--- config.mk ---
export PLATFORM = sky130hd
export DESIGN_NAME = npc_seq_ctrl
export DESIGN_NICKNAME = d
export VERILOG_FILES = /design/src/rtl/npc_pkg.sv /design/src/rtl/npc_next_pc.sv /design/src/rtl/npc_seq_ctrl.sv
export SDC_FILE = /design/constraint.sdc
export NUM_CORES = 1
export LEC_CHECK = 0
export ABC_AREA = 1
export BUFFER_PORTS_ARGS = -buffer_cell sky130_fd_sc_hd__buf_2
export CORE_ASPECT_RATIO = 1.25
export CORE_UTILIZATION = 45
export CTS_BUF_LIST = sky130_fd_sc_hd__clkbuf_2
export CTS_CLUSTER_DIAMETER = 50
export DETAILED_ROUTE_END_ITERATION = 10
export MAX_ROUTING_LAYER = met4
export PLACE_DENSITY = 0.71
export SLEW_MARGIN = 20
export SYNTH_ARGS = -nofsm -noshare
export SYNTH_HDL_FRONTEND = slang
export SYNTH_SLANG_ARGS = --single-unit
--- constraint.sdc ---
create_clock -name clk -period 2.2 [get_ports clk]
set_input_delay 0.11 -clock clk [delete_from_list [all_inputs] [get_ports clk]]
set_output_delay 0.11 -clock clk [all_outputs]
set_load 0.01 [all_outputs]
--- src/rtl/npc_pkg.sv ---
// Shared types and constants for the NPC core control path.
package npc_pkg;

  localparam int PC_W = 32;

  typedef logic [PC_W-1:0] pc_t;

  typedef enum logic [2:0] {
    S_RST   = 3'd0,
    S_FETCH = 3'd1,
    S_EXEC  = 3'd2,
    S_MEM   = 3'd3,
    S_WB    = 3'd4,
    S_HALT  = 3'd5,
    S_ERR   = 3'd6
  } seq_state_t;

  localparam logic [1:0] ERR_NONE     = 2'b00;
  localparam logic [1:0] ERR_FTO      = 2'b01;
  localparam logic [1:0] ERR_MISALIGN = 2'b10;

  // Instructions are 32-bit aligned; compressed encodings are not supported.
  function automatic logic is_misaligned(input pc_t addr);
    return addr[1:0] != 2'b00;
  endfunction

endpackage

--- src/rtl/npc_next_pc.sv ---
// Next-PC selection: trap > return > branch > sequential, plus alignment check.
module npc_next_pc
  import npc_pkg::*;
(
  input  logic [PC_W-1:0] pc_i,
  input  logic            ecall_taken_i,
  input  logic [PC_W-1:0] ecall_target_i,
  input  logic            mret_taken_i,
  input  logic [PC_W-1:0] mret_target_i,
  input  logic            branch_taken_i,
  input  logic [PC_W-1:0] branch_target_i,
  output logic [PC_W-1:0] next_pc_o,
  output logic            misaligned_o
);

  always_comb begin
    next_pc_o = pc_i + 32'd4;
    if (ecall_taken_i) begin
      next_pc_o = ecall_target_i;
    end else if (mret_taken_i) begin
      next_pc_o = mret_target_i;
    end else if (branch_taken_i) begin
      next_pc_o = branch_target_i;
    end
  end

  assign misaligned_o = is_misaligned(next_pc_o);

endmodule

--- src/rtl/npc_seq_ctrl.sv ---
// Multi-cycle instruction sequencer: FETCH -> EXEC -> (MEM) -> WB, owns the PC.
module npc_seq_ctrl
  import npc_pkg::*;
#(
  parameter logic [PC_W-1:0] RESET_PC      = 32'h8000_0000,
  parameter int unsigned     FETCH_TIMEOUT = 255
) (
  input  logic            clk,
  input  logic            rst_n,
  output logic            ifu_req,
  output logic [PC_W-1:0] ifu_addr,
  input  logic            ifu_rvalid,
  input  logic [31:0]     ifu_rdata,
  output logic [31:0]     inst,
  output logic [PC_W-1:0] pc,
  input  logic            dec_mem,
  input  logic            ebreak_en,
  input  logic            branch_taken,
  input  logic [PC_W-1:0] branch_target,
  input  logic            ecall_taken,
  input  logic [PC_W-1:0] ecall_target,
  input  logic            mret_taken,
  input  logic [PC_W-1:0] mret_target,
  output logic            exu_en,
  output logic            lsu_req,
  input  logic            lsu_done,
  output logic            rf_wen_gate,
  output logic            halted,
  output logic            err,
  output logic [1:0]      err_code,
  output logic [31:0]     inst_cnt
);

  seq_state_t      state_q, state_d;
  logic [PC_W-1:0] pc_q, pc_d;
  logic [PC_W-1:0] next_pc_q, next_pc_d;
  logic [31:0]     inst_q, inst_d;
  logic [31:0]     cnt_q, cnt_d;
  logic [31:0]     wait_q, wait_d;
  logic [31:0]     wait_inc;
  logic [1:0]      err_code_q, err_code_d;

  logic [PC_W-1:0] sel_pc;
  logic            sel_misaligned;

  npc_next_pc u_next_pc (
    .pc_i            (pc_q),
    .ecall_taken_i   (ecall_taken),
    .ecall_target_i  (ecall_target),
    .mret_taken_i    (mret_taken),
    .mret_target_i   (mret_target),
    .branch_taken_i  (branch_taken),
    .branch_target_i (branch_target),
    .next_pc_o       (sel_pc),
    .misaligned_o    (sel_misaligned)
  );

  assign wait_inc = wait_q + 32'd1;

  always_comb begin
    state_d    = state_q;
    pc_d       = pc_q;
    next_pc_d  = next_pc_q;
    inst_d     = inst_q;
    cnt_d      = cnt_q;
    wait_d     = wait_q;
    err_code_d = err_code_q;
    case (state_q)
      S_RST: begin
        state_d = S_FETCH;
      end
      S_FETCH: begin
        if (ifu_rvalid) begin
          inst_d  = ifu_rdata;
          wait_d  = '0;
          state_d = S_EXEC;
        end else begin
          wait_d = wait_inc;
          if (wait_inc >= FETCH_TIMEOUT) begin
            state_d    = S_ERR;
            err_code_d = ERR_FTO;
          end
        end
      end
      S_EXEC: begin
        // EBREAK wins over a bad redirect so the debugger sees the halting PC.
        next_pc_d = sel_pc;
        if (ebreak_en) begin
          state_d = S_HALT;
        end else if (sel_misaligned) begin
          state_d    = S_ERR;
          err_code_d = ERR_MISALIGN;
        end else if (dec_mem) begin
          state_d = S_MEM;
        end else begin
          state_d = S_WB;
        end
      end
      S_MEM: begin
        if (lsu_done) begin
          state_d = S_WB;
        end
      end
      S_WB: begin
        pc_d    = next_pc_q;
        cnt_d   = cnt_q + 32'd1;
        state_d = S_FETCH;
      end
      default: begin
        state_d = state_q;
      end
    endcase
  end

  always_ff @(posedge clk or negedge rst_n) begin
    if (!rst_n) begin
      state_q    <= S_RST;
      pc_q       <= RESET_PC;
      next_pc_q  <= RESET_PC;
      inst_q     <= '0;
      cnt_q      <= '0;
      wait_q     <= '0;
      err_code_q <= ERR_NONE;
    end else begin
      state_q    <= state_d;
      pc_q       <= pc_d;
      next_pc_q  <= next_pc_d;
      inst_q     <= inst_d;
      cnt_q      <= cnt_d;
      wait_q     <= wait_d;
      err_code_q <= err_code_d;
    end
  end

  // Strobes and sticky flags are pure decodes of the state register.
  assign ifu_req     = (state_q == S_FETCH);
  assign exu_en      = (state_q == S_EXEC);
  assign lsu_req     = (state_q == S_MEM);
  assign rf_wen_gate = (state_q == S_WB);
  assign halted      = (state_q == S_HALT);
  assign err         = (state_q == S_ERR);

  assign ifu_addr = pc_q;
  assign pc       = pc_q;
  assign inst     = inst_q;
  assign inst_cnt = cnt_q;
  assign err_code = err_code_q;

endmodule

==> results.yml <==
worst_setup_path:
  slowest_delay_ns: 0.50
  end_kind: "flip-flop"
  cp-startpoint: "ifu_addr[3]"
  crit_fanout: 5
  crit_required_ns: 2.86
  cp_num_cells: 11
  r2r-end: "next_pc_q[26]"
  crit_top_cell: "nand2_1"
  worstSetupPathType: "reg -> reg"
  rr_worst_depth: 11
  critPathSlowestCell: "dfrtp_2"
  endpoint: "next_pc_q[26]"
  crit_family: "simple AND/OR/NAND/NOR gates"
  critical_path_buf_inv_count: 1
  worstSetupStartpointType: "flip-flop"
  r2r_slack_ns: 0.05
  rr_startpoint: "ifu_addr[3]"
  cp.arrival_ns: 2.81
  crit_chain: "ha_2, nand2_2, nor2_2, nand2_1, inv_1, nand3_1, a21oi_1, a21oi_1, o21ai_0, nand2_1, nand2_1"
route:
  wire_per_inst_um: 17.2
  vias: 10400
  routed_wl_um: 33300
  viasPerCell: 5.37
  first_pass_iters: 5
  antenna_left: 0
  drc: 0
  drt_iter0_drc: 774
finish:
  final_common_cell: "nand2_1"
  drive_gt1_share_pct: 29.6
  areaGrowthSynthToFinish_pct: 40.8
  seqCellArea_mm2: 0.00414
  multi_input_area_mm2: 0.00466
  layout_common_cells: "nand2_1 (301), buf_2 (270), dfrtp_1 (156), dlygate4sd3_1 (138), o21ai_0 (117)"
  fillers: 1673
  nets: 1789
  fin_util_pct: 65.2
yosys:
  synth_compound_area_share_pct: 12.6
  netlist_instances: 1222
  synth.yosys.seq_area_share_pct: 43.9
  syn_area_per_cell_um2: 7.70
  synth.distinct_cells: 39
  yosysWarnings: 0
  synth-seq-cells: 165
  synthAdderAreaFrac_pct: 0.532
  synth.area.mux_share_pct: 3.83
  synth_area_mm2: 0.00941
  synth_fp_nets: 1363
  yosys.area_share.simple_pct: 26.0
  synth_xor_area_share_pct: 4.47
  synth_top_family_by_area: "simple AND/OR/NAND/NOR gates"
power:
  powerDensity_mw_per_mm2: 1050
  finalPower_mw: 13.9
  p_leak_nw: 6.47
  vdd_drop_max_uv: 671
clock_network:
  cts_buffers: 17
  clock_latency_ns: 0.76
  cts-root-buf: "clkbuf_2"
  clkSinkCount: 165
  cts_tree: "built"
  ctsLongestPathBuffers: 2
  path_clk_slew_ns: 0.32
  htreeDepth: 4
timing:
  setup_viol: 0
  fin_crit_sh_pct: 97.8
  finalClockSkew_ns: 0.0716
  slew_headroom_pct: 46.5
  clock.fmax_mhz: 465
  worst_pin_slew_ns: 0.802
  slew_violations: 0
  hold_viol: 0
  rsz0062_at_grt: "true"
  layout_min_cycle_time_ns: 2.15
global_route:
  grt_pass1_vias: 9999
  antenna_found_initial: 1
  grt_max_degree: 65
  grt_usage_pct: 30.6
  grt_overflow: 0
  grt_pass1_wl_um: 50300
floorplanning:
  coreArea_mm2: 0.0203
  num_rows: 58
  ios: 273
  die_h_um: 164
  die_w_um: 131
  die-area_mm2: 0.0215
  initial_utilization_pct: 46.3
placement:
  gp_congestion: 0.951
  io_buffers: 272
  place_hpwl_um: 21200
job:
  maxCapViolCount: 0
min_path:
  hold_class: "in -> reg"
run_status:
  status: "finished, final reports clean"
[report_power, final]
| group | internal [mW] | leakage, nW | total, mW | switching [mW] |
|---|---|---|---|---|
| logic | 2.94 | 4.23 | 6.83 | 3.89 |
| registers | 4.29 | 2.10 | 5.42 | 1.13 |
| clock network | 0.449 | 0.134 | 1.67 | 1.22 |
| total | 7.67 | 6.47 | 13.9 | 6.24 |
[sequential cells by signal (all words and copies together) (netlist names)]
name and count:
err_code 2, ifu_addr 32, inst 32, inst_cnt 32
next_pc_q 32, state_q 3, wait_q 32
[repair_timing]
item                                   in CTS  in global routing
cloned                                      0                  3
pin swaps                                   0                 25
gates resized for setup                    11                 67
hold buffers                              139                  0
endpoints found under the hold margin     252                  0
setup endpoints to repair                   8                 26
setup buffers                               0                 28
[final cells by class]
cell class	count	area share, %
flip-flops and latches	165	31.2
clock inverters	14	1.08
multi-input cells	873	35.2
clock buffers	18	0.680
repair buffers	480	26.1
inverters	111	3.19
well taps	270	2.55
diodes	1	0.0189
[routing by layer]
layer | track usage [%] | part of all wire [%]
met1 | 35.4 | 38
met2 | 51.9 | 51
met3 | 4.69 | 7.5
met4 | 15.7 | 3.6
met5 | - | 0
[per-stage QoR]
stage	std cells	TNS, ns	hold slack, ns	instance area (um^2)	worst slack, ns
floorplan	1222	0	-0.186	9410	0.335
global placement	1729	0	0.0593	11100	0.00143
detailed placement	1729	-0.323	0.0547	11100	-0.112
CTS	1900	0	0.0175	12700	0.00541
global route	1932	-0.218	0.0398	13300	-0.0711
finish	1932	0	0.0746	13300	0.0476
[cells by family (layout without fill, tap and decap cells)]
| logic type | after synthesis | in the layout |
|---|---|---|
| mux | 32 | 32 |
| other cells | 0 | 1 |
| compound gates | 220 | 220 |
| xor+xnor | 48 | 48 |
| flops | 165 | 165 |
| fa+ha+maj | 4 | 4 |
| simple gates | 569 | 569 |
| buf+inv | 184 | 623 |
[how the worst min path moves through the flow]
stage,from,to,slack (ns),depth (start not counted)
5_1_grt,ecall_target[8],next_pc_q[8],0.04,4
3_5_place_dp,rst_n,wait_q[23],0.05,1
6_report,branch_taken,next_pc_q[27],0.07,6
2_1_floorplan,rst_n,err_code[0],-0.19,0
4_1_cts,branch_taken,next_pc_q[27],0.02,6
3_3_place_gp,rst_n,wait_q[25],0.06,1
[Yosys cell counts (all sizes together)]
master	n	share of area (%)
nand2	318	13
dfrtp	163	43
nor2	144	6.4
o21ai	125	6.6
inv	110	4.4
a21oi	52	2.8
nand3	52	2.8
buf	37	2.8
clkbuf	36	1.4
xor2	34	3.2
mux2	32	3.8
nand4	25	1.8
nor3	18	1.1
o211ai	18	1.4
o22ai	15	1.0
xnor2	14	1.3
ha	4	0.53
a31oi	3	0.20
and2	3	0.20
nand3b	3	0.24
nor4	3	0.36
o21a	3	0.24
a22oi	2	0.16
dfstp	2	0.56
o31ai	2	0.16
or2	2	0.13
clkinv	1	0.040
nor3b	1	0.080
[worst min-delay path, delay by kind of cell]
family / cells / cell delay [ns]
and+or+nand+nor: 3 / 0.23
buffers and inverters: 2 / 0.43
AOI/OAI and AO/OA: 1 / 0.06
(Power assumes the default switching activity.)
